## src/rtl/integrate_if.sv

```systemverilog
// integrate_if
//   Groups the operator-facing signals of the integrate accumulator processor.
//   The master side (operator/bench) drives enter and Nin.
//   The slave side (processor) drives the status and debug outputs.
//
//   enter       operator strobe; qualifies Nin while the processor waits in INPUT
//   Nin[7:0]    operand entered by the operator
//   halt        high while the processor sits in HALT
//   Nout[7:0]   live copy of accumulator A
//   IR75out     opcode field IR[7:5] of the current instruction
//   StateNoout  controller state number
interface integrate_if;
  logic       enter;
  logic [7:0] Nin;
  logic       halt;
  logic [7:0] Nout;
  logic [2:0] IR75out;
  logic [3:0] StateNoout;

  modport master (
    output enter, Nin,
    input  halt, Nout, IR75out, StateNoout
  );

  modport slave (
    input  enter, Nin,
    output halt, Nout, IR75out, StateNoout
  );
endinterface

```

## src/rtl/integrate.sv

```systemverilog
// integrate
//   Small 8-bit accumulator microprocessor.
//   It contains a controller FSM, a datapath (A, PC, IR) and a 32x8 RAM holding a
//   fixed program. The program reads N, computes 1+2+...+N modulo 256, shows the
//   result on Nout and halts.
//
//   Ports:
//     clock   rising-edge clock
//     reset   synchronous, active-high; restarts the FSM and reloads the RAM image
//     bus     integrate_if.slave: enter/Nin in; halt, Nout, IR75out, StateNoout out
//
//   Optional build macro: INTEGRATE_ENTER_EDGE_EN
//     Defined:   INPUT loads Nin only on a 0->1 transition of enter. A registered
//                copy of enter is kept for this, and reset clears it.
//     Undefined: INPUT loads Nin whenever enter is high at the clock edge.
module integrate (
  input logic        clock,
  input logic        reset,
  integrate_if.slave bus
);

  typedef enum logic [3:0] {
    START  = 4'd0,
    FETCH  = 4'd1,
    DECODE = 4'd2,
    LOAD   = 4'd8,
    STORE  = 4'd9,
    ADD    = 4'd10,
    SUB    = 4'd11,
    INPUT  = 4'd12,
    JZ     = 4'd13,
    JPOS   = 4'd14,
    HALT   = 4'd15
  } state_t;

  state_t     state;
  logic [7:0] a;
  logic [4:0] pc;
  logic [7:0] ir;
  logic [7:0] mem [32];

  logic [7:0] operand;
  logic       inputAccept;

  // Program image restored into RAM on every reset. Unlisted locations are 0.
  function automatic logic [7:0] progWord(input logic [4:0] addr);
    logic [7:0] w;
    case (addr)
      5'd0:    w = 8'h80;  // IN
      5'd1:    w = 8'h3E;  // STORE 30
      5'd2:    w = 8'h1C;  // LOAD 28
      5'd3:    w = 8'h5E;  // ADD 30
      5'd4:    w = 8'h3C;  // STORE 28
      5'd5:    w = 8'h1E;  // LOAD 30
      5'd6:    w = 8'h7D;  // SUB 29
      5'd7:    w = 8'h3E;  // STORE 30
      5'd8:    w = 8'hC2;  // JPOS 2
      5'd9:    w = 8'h1C;  // LOAD 28
      5'd10:   w = 8'hE0;  // HALT
      5'd29:   w = 8'h01;  // constant 1
      default: w = 8'h00;
    endcase
    return w;
  endfunction

  // Operand read is combinational from the address field of IR.
  assign operand = mem[ir[4:0]];

`ifdef INTEGRATE_ENTER_EDGE_EN
  logic enterPrev;

  // Remember enter from the previous edge so INPUT can detect a fresh 0->1 strobe.
  always_ff @(posedge clock) begin
    if (reset) begin
      enterPrev <= 1'b0;
    end else begin
      enterPrev <= bus.enter;
    end
  end

  assign inputAccept = bus.enter && !enterPrev;
`else
  assign inputAccept = bus.enter;
`endif

  // Controller and datapath in one clocked block: each state performs its
  // register transfer and picks the next state. Reset also reloads the RAM.
  always_ff @(posedge clock) begin
    if (reset) begin
      state <= START;
      pc    <= 5'd0;
      ir    <= 8'h00;
      a     <= 8'h00;
      for (int i = 0; i < 32; i++) begin
        mem[i] <= progWord(5'(i));
      end
    end else begin
      case (state)
        START: begin
          state <= FETCH;
        end
        FETCH: begin
          ir    <= mem[pc];
          pc    <= pc + 5'd1;
          state <= DECODE;
        end
        DECODE: begin
          // Execute states are numbered 8 + opcode.
          state <= state_t'({1'b1, ir[7:5]});
        end
        LOAD: begin
          a     <= operand;
          state <= FETCH;
        end
        STORE: begin
          mem[ir[4:0]] <= a;
          state        <= FETCH;
        end
        ADD: begin
          a     <= a + operand;
          state <= FETCH;
        end
        SUB: begin
          a     <= a - operand;
          state <= FETCH;
        end
        INPUT: begin
          if (inputAccept) begin
            a     <= bus.Nin;
            state <= FETCH;
          end
        end
        JZ: begin
          if (a == 8'h00) begin
            pc <= ir[4:0];
          end
          state <= FETCH;
        end
        JPOS: begin
          // Strictly positive means sign bit clear and not zero.
          if (!a[7] && (a != 8'h00)) begin
            pc <= ir[4:0];
          end
          state <= FETCH;
        end
        HALT: begin
          state <= HALT;
        end
        default: begin
          state <= START;
        end
      endcase
    end
  end

  assign bus.halt       = (state == HALT);
  assign bus.Nout       = a;
  assign bus.IR75out    = ir[7:5];
  assign bus.StateNoout = state;

endmodule

```

## src/flat_wrapper.sv

```systemverilog
// flat-port wrapper written by rule: the top's interface ports become plain ports
module integrate_flat 
  (clock, reset, bus_enter, bus_Nin, bus_halt, bus_Nout, bus_IR75out, bus_StateNoout);
  integrate_if bus_i ();
  input logic clock;
  input logic reset;
  input wire logic [$bits(bus_i.enter)-1:0] bus_enter;
  input wire logic [$bits(bus_i.Nin)-1:0] bus_Nin;
  output wire logic [$bits(bus_i.halt)-1:0] bus_halt;
  output wire logic [$bits(bus_i.Nout)-1:0] bus_Nout;
  output wire logic [$bits(bus_i.IR75out)-1:0] bus_IR75out;
  output wire logic [$bits(bus_i.StateNoout)-1:0] bus_StateNoout;
  assign bus_i.enter = bus_enter;
  assign bus_i.Nin = bus_Nin;
  assign bus_halt = bus_i.halt;
  assign bus_Nout = bus_i.Nout;
  assign bus_IR75out = bus_i.IR75out;
  assign bus_StateNoout = bus_i.StateNoout;
  integrate u_core (.clock(clock), .reset(reset), .bus(bus_i));
endmodule
```

## config.mk

```make
export PLATFORM = sky130hd
export DESIGN_NAME = integrate_flat
export DESIGN_NICKNAME = d
export VERILOG_FILES = /design/src/rtl/integrate_if.sv /design/src/rtl/integrate.sv /design/src/flat_wrapper.sv
export SDC_FILE = /design/constraint.sdc
export NUM_CORES = 1
export LEC_CHECK = 0
export BUFFER_PORTS_ARGS = -buffer_cell sky130_fd_sc_hd__buf_2
export CAP_MARGIN = 30
export CORE_UTILIZATION = 50
export CTS_CLUSTER_DIAMETER = 120
export DETAILED_ROUTE_END_ITERATION = 8
export PLACE_DENSITY = 0.64
export RECOVER_POWER = 25
export SYNTH_ARGS = -nofsm -noshare
export SYNTH_HDL_FRONTEND = slang
export SYNTH_SLANG_ARGS = --single-unit
export TNS_END_PERCENT = 20
```

## constraint.sdc

```tcl
create_clock -name clock -period 5 [get_ports clock]
set_clock_uncertainty 0.2 [all_clocks]
set_input_delay 0.5 -clock clock [delete_from_list [all_inputs] [get_ports clock]]
set_output_delay 0.5 -clock clock [all_outputs]
set_load 0.01 [all_outputs]
```

==> flow_summary_export.csv, run 1 <==
group,metric,value,unit
sta,rsz0062_at_grt,"no",
critical_path,crit_path_start_kind,"register",
power_and_ir_drop,power_density,367,mW/mm²
synthesis,synthFlopType,"edfxtp_1",
placed_design,numPortBuffers,26,
critical_path,crit_buf_inv,2,
synthesis,netlist.area_leader.share,48.9,%
floorplan,start_util,51.1,%
critical_path,critical_path_class,"reg -> reg",
placed_design,hpwl,36.6,mm
sta,max_slew_margin,-32.8,%
power_and_ir_drop,p_leak,0.00539,µW
sta,hold_viol_final,0,
global_route,grt_pass1_vias,10500,
min_path,worstHoldPathType,"in -> reg",
synthesis,async_reset_ff_share,0,%
critical_path,cp_data_arrival_time,4.96,ns
synthesis,synth-compound-area-share,5.02,%
global_route,use_met2,51.1,%
sta,tns,0,ns
layout,diodes,0,
min_path,hold_end,"u_core.bus.StateNoout[0]",
cts,cts-root-buf,"clkbuf_16",
sta,finalHoldWorstSlack,0.103,ns
drt,first_pass_iters,8,
floorplan,core-area,0.0307,mm²
synthesis,ys_seq_elements,281,
critical_path,ff2ff_setup_slack,0.27,ns
critical_path,r2r-start,"u_core.ir[1]",
sta,slew_violations,61,
cts,clock_latency,0.58,ns
min_path,min-delay-start,"bus_enter",
synthesis,synthesis.area,0.0157,mm²
global_route,grt_pass1_wl,73.4,mm
cts,clock_sinks,281,
floorplan,die_y,179,µm
critical_path,critical-path-slowest-cell,"dfxtp_4",
global_route,grt.busiest_layer,"met2",
synthesis,postSynthCellCount,1243,
global_route,antenna_found_initial,0,
critical_path,path_max_fanout,39,
floorplan,fp.dieW,179,µm
floorplan,rows,64,
drt,drc,12,
critical_path,crit_required,5.23,ns
critical_path,regToRegEndpoint,"u_core.bus.Nout[7]",
layout,drive_gt1_share,17.5,%
cts,clockBufferDepth,3,
synthesis,yosys_warnings,0,
critical_path,worst_setup_path_end_kind,"register",
cts,cts_buffers,31,
synthesis,synth.avg_cell_area,12.6,µm²
flow_run,max_cap_viol_count,2,
layout,fillers,2581,
synthesis,synthMuxAreaShare,20.2,%
drt,post_drt_via_cell_ratio,6.72,
synthesis,synth.top_cells.by_area,"edfxtp_1 49%, mux4_2 11%, mux2i_1 8.8%",
layout,area_delta_synth_final,8.64,%
critical_path,slowest_delay,0.49,ns
floorplan,die_area,0.0322,mm²
synthesis,synth-edff-count,256,
synthesis,synth_most_common_cell,"edfxtp_1",
drt,drtAntennaViolNets,0,
floorplan,top_level_ports,27,
outcome,violations,"design-rule violations, max-capacitance violations, max-slew violations",
synthesis,synth_commonest_cells,"256 x edfxtp_1, 138 x mux2i_1, 128 x and2_1",
drt,wl,51.2,mm
global_route,gr-usage-all-layers,32.3,%
power_and_ir_drop,ir_worst_vdd,0.270,mV
global_route,use_met1,45.5,%
synthesis,synth_largest_area_cell,"edfxtp_1",
cts,h-tree-depth,1,
outcome,status,"finished, violations left",
synthesis,ys_seq_area_share,52.1,%
synthesis,synth_top_family_by_area,"multiplexers",
synthesis,syn-num-nets,1264,
min_path,whs_path_depth,4,
critical_path,path_cells,"buf_12 > buf_4 > mux2i_1 > o22ai_1 > nor4_2 > nand2_1 > o31ai_1 > xor2_1 > ha_1 > a21boi_1 > o21ai_0 > a211oi_2 > nor3_1 > a2111oi_1 > a221oi_1",
global_route,grt_max_degree,40,
drt,wire_per_inst,31.1,µm
sta,fin_crit,4.73,ns
sta,worst_pin_slew,1.99,ns
global_route,grt-ovfl-total,0,
cts,holdBufCountCts,0,
global_route,grt_util_met3,5.70,%
synthesis,synthAdderAreaFrac,0.844,%
synthesis,synth_xor_area_share,0.557,%
drt,drtIter0Drc,1329,
sta,fmax,212,MHz
critical_path,rr_worst_depth,15,
sta,setup_viol,0,
layout,nets,1249,
sta,period_share,94.5,%
synthesis,synth-simple-area-share,17.2,%
cts,clk_pin_slew,0.06,ns
drt,num_vias,11100,
placed_design,gp_congestion,0.982,
synthesis,yosysUniqueCellTypes,58,
critical_path,cp_top_family,"compound AO/OA/AOI/OAI gates",
cts,cts_tree,"built",
per-stage QoR:
stage / total power [µW] / utilization [%] / cells / area (µm²) / setup slack [ns]
floorplan: 3700 / - / 1243 / 15700 / 1.17
global placement: 4090 / 52.5 / 1589 / 16100 / 0.408
detailed placement: 4100 / 52.5 / 1590 / 16100 / 0.309
CTS: 6240 / 55.6 / 1647 / 17100 / 0.285
global route: 6430 / 55.5 / 1648 / 17100 / 0.00992
finish: 6260 / 55.5 / 1648 / 17100 / 0.274
worst min-delay path, stage by stage:
cell and delay (ns):
buf_2 0.10, inv_1 0.05, a21o_1 0.13, nor2_1 0.05
metal layers:
metal	wire length, µm	share of wire, %	vias up
met5	0	0	-
li1	-	-	4750
met3	4450	8.7	94
met1	21400	42	5628
met4	1620	3.2	0
met2	23700	46	598
cell usage in the layout, fill, tap and decap left out, types with 4 or more instances in the layout:
cell / count
nand4_1: 4
nor4_1: 14
edfxtp_1: 256
nor3_1: 92
nor2_1: 73
clkbuf_16: 31
nor2b_1: 5
o21ai_0: 6
and2_0: 22
a21o_1: 4
clkbuf_8: 6
mux4_2: 80
buf_4: 33
a21oi_1: 21
ha_1: 9
nand2_1: 30
or2_1: 5
clkinv_2: 4
o22ai_1: 64
mux2i_1: 138
nor4_2: 4
and2_1: 106
buf_2: 14
or2_2: 27
or3_1: 36
nand4bb_1: 6
dfxtp_1: 18
nand3_1: 6
inv_1: 7
nand4b_1: 6
clkbuf_1: 33
xnor2_1: 6
nand2b_1: 11
nand3b_1: 4
dfxtp_2: 5
xor2_1: 4
or4b_1: 4
a211oi_1: 12
flip-flops by register name (all words and copies together), names as in the netlist:
signal	cells
u_core.ir	8
u_core.mem	256
u_core.bus.StateNoout	4
u_core.bus.Nout	8
u_core.pc	5
report_power, final:
part,switching (µW),total (µW),internal (µW)
Combinational,800,1340,539
Sequential,114,2750,2640
Clock,944,2180,1230
layout make-up:
type,instances,area [µm²],area share [%]
Inverter,9,33.8,0.198
Tap cell,396,495,2.90
Multi-Input combinational cell,832,6900,40.4
Timing Repair Buffer,73,495,2.90
Clock buffer,49,903,5.29
Sequential cell,281,8200,48.0
Clock inverter,8,51.3,0.300
how the worst max path moves through the flow:
stage               slack [ns]    startpoint                 end  cells past startpoint
floorplan                 1.17  u_core.ir[2]  u_core.bus.Nout[7]                     19
global placement          0.41  u_core.ir[2]  u_core.bus.Nout[7]                     17
detailed placement        0.31  u_core.ir[4]  u_core.bus.Nout[7]                     17
CTS                       0.28  u_core.ir[4]  u_core.bus.Nout[7]                     17
global route              0.01  u_core.ir[1]  u_core.bus.Nout[7]                     18
finish                    0.27  u_core.ir[1]  u_core.bus.Nout[7]                     15
logic make-up (layout without fill, tap and decap cells):
family | Yosys count | count (layout)
AND/OR/NAND/NOR | 471 | 471
flip-flops | 281 | 281
multiplexers | 218 | 218
buffers and inverters | 130 | 139
AO/OA/AOI/OAI | 123 | 123
adder cells (fa/ha/maj) | 10 | 10
XOR/XNOR | 10 | 10
timing repair:
item,in CTS,in global routing
endpoints found under the setup margin,0,1
hold endpoints to repair,0,0
buffers inserted,0,0
gates resized for setup,0,4
Note: power is estimated with default switching activity, not from simulation.
==> run 2: changes to the inputs <==
--- a/config.mk
+++ b/config.mk
@@ -7,6 +7,7 @@
 export LEC_CHECK = 0
 export BUFFER_PORTS_ARGS = -buffer_cell sky130_fd_sc_hd__buf_2
 export CAP_MARGIN = 30
+export CORE_MARGIN = 2
 export CORE_UTILIZATION = 50
 export CTS_CLUSTER_DIAMETER = 120
 export DETAILED_ROUTE_END_ITERATION = 8
==> run 2 against run 1 <==
The flow finishes with violations (max-capacitance violations, max-slew violations). Register-to-register slack got worse by 0.12 ns. Worst setup slack got worse by 0.12 ns. Non-clock buffer count fell by 8. Critical path depth up 2. Final area is 0.22% higher. Global-route usage fell by 1.5 points. Die area is 2.2% higher. Sequential share of layout area fell by 0.11 points. Power increased by 1.9%. Clock power up 6%.
==> flow_summary_export.csv, run 2 (same netlist as run 1, synthesis figures left out) <==
group,metric,value,unit
cts,clockBufferDepth,3,
sta,hold_viol_final,0,
drt,first_pass_iters,5,
global_route,grt_pass1_wl,74.0,mm
min_path,worstHoldPathType,"in -> reg",
critical_path,cp_data_arrival_time,5.06,ns
placed_design,numPortBuffers,26,
sta,slew_violations,164,
floorplan,rows,64,
sta,period_share,97.0,%
floorplan,die_area,0.0329,mm²
sta,fmax,206,MHz
cts,cts_buffers,30,
power_and_ir_drop,power_density,373,mW/mm²
cts,clock_latency,0.58,ns
drt,drc,0,
placed_design,dpl.cell_count,1582,
placed_design,hpwl,36.1,mm
outcome,status,"finished, violations left",
cts,cts-root-buf,"clkbuf_16",
sta,tns,0,ns
sta,worst_pin_slew,2.58,ns
power_and_ir_drop,p_leak,0.00540,µW
global_route,antenna_found_initial,0,
layout,final_common_cell,"edfxtp_1",
power_and_ir_drop,power,6380,µW
cts,h-tree-depth,1,
layout,drive_gt1_share,17.5,%
floorplan,fp.dieW,181,µm
critical_path,path_cells,"nand4bb_1 > o22ai_1 > nor4_1 > nand2_1 > inv_1 > ha_1 > a21o_1 > inv_1 > ha_1 > nor2b_1 > o21ai_1 > a21boi_1 > o21ai_0 > a211oi_2 > and4_1 > a2111oi_1 > a221oi_1",
layout,area_delta_synth_final,8.88,%
floorplan,core-area,0.0307,mm²
layout,multiInputGateArea,0.00690,mm²
floorplan,top_level_ports,27,
layout,final_cell_mix,"256 x edfxtp_1, 138 x mux2i_1, 110 x and2_1",
layout,regMostFlops,"u_core.mem",
drt,drtAntennaViolNets,0,
cts,clk_pin_slew,0.07,ns
critical_path,worst_setup_path_end_kind,"register",
global_route,grt-ovfl-total,0,
cts,holdBufCountCts,0,
global_route,grt_max_degree,57,
sta,fin_crit,4.85,ns
global_route,gr-usage-all-layers,30.8,%
layout,diodes,0,
placed_design,gp_congestion,1.01,
sta,finalHoldWorstSlack,0.0943,ns
layout,nets,1240,
cts,clock_sinks,281,
drt,wl,50.6,mm
critical_path,crit_path_start_kind,"register",
sta,setup_viol,0,
cts,cts_tree,"built",
layout,ff_latch_area,0.00820,mm²
drt,post_drt_via_cell_ratio,6.77,
drt,num_vias,11100,
critical_path,critical_path_class,"reg -> reg",
sta,rsz0062_at_grt,"no",
floorplan,die_y,181,µm
sta,max_slew_margin,-71.8,%
critical_path,slowest_delay,0.73,ns
outcome,violations,"max-capacitance violations, max-slew violations",
floorplan,start_util,51.1,%
drt,drtIter0Drc,1411,
flow_run,max_cap_viol_count,5,
drt,wire_per_inst,30.9,µm
critical_path,path_max_fanout,22,
critical_path,crit_required,5.22,ns
layout,fin_cells,1639,
layout,largest_reg_flops,256,
global_route,grt_pass1_vias,10500,
layout,fillers,2526,
critical_path,critical-path-slowest-cell,"dfxtp_1",
power_and_ir_drop,ir_worst_vdd,0.276,mV
[run 2: metrics by stage]
stage | area [µm²] | util (%) | worst slack, ns
6_report | 17100 | 55.7 | 0.152
5_1_grt | 17100 | 55.7 | 0.0677
4_1_cts | 17100 | 55.7 | 0.165
3_5_place_dp | 16100 | 52.4 | 0.190
3_3_place_gp | 16100 | 52.3 | 0.328
2_1_floorplan | 15700 | - | 1.17
[run 2: timing repair]
action / in CTS / in global routing
resized for setup: 0 / 3
setup endpoints to repair: 0 / 1
setup buffers: 0 / 0
[run 2: power breakdown]
group	internal [µW]	leakage, µW	switching (µW)	total (µW)
sequential	2630	0.00270	141	2780
combinational	541	0.00221	761	1300
clock	1360	0.000492	950	2310
[run 2: cell type report]
cell class	count	share of cell area (%)
flip-flops and latches	281	47.9
multi-input cells	832	40.3
clock buffers	39	4.76
well taps	396	2.89
repair buffers	65	2.72
clock inverters	17	1.22
inverters	9	0.197
[run 2: worst max-delay path: cells and delay by family (launching register included)]
kind | cells | cell delay, ns
buffers and inverters | 2 | 0.20
adder cells (fa/ha/maj) | 2 | 0.44
AO/OA/AOI/OAI | 8 | 1.54
AND/OR/NAND/NOR | 5 | 1.56
flip-flops | 1 | 0.73
[run 2: worst paths after layout]
path / from / end / slack (ns) / depth (start not counted)
worst min-delay path: bus_enter / u_core.bus.StateNoout[0] / 0.09 / 4
worst max-delay path: u_core.ir[0] / u_core.bus.Nout[7] / 0.15 / 17
worst max register to register: u_core.ir[0] / u_core.bus.Nout[7] / 0.15 / 17
worst min register to register: u_core.ir[7] / u_core.bus.StateNoout[2] / 0.34 / 2
[run 2: metal layers]
layer | global-route usage (%) | routed length (µm) | vias up
met3 | 4.33 | 4040 | 91
met2 | 47.3 | 22900 | 569
met4 | 8.91 | 1740 | 0
met5 | 0 | 0 | -
met1 | 45.9 | 22000 | 5700
li1 | - | - | 4734
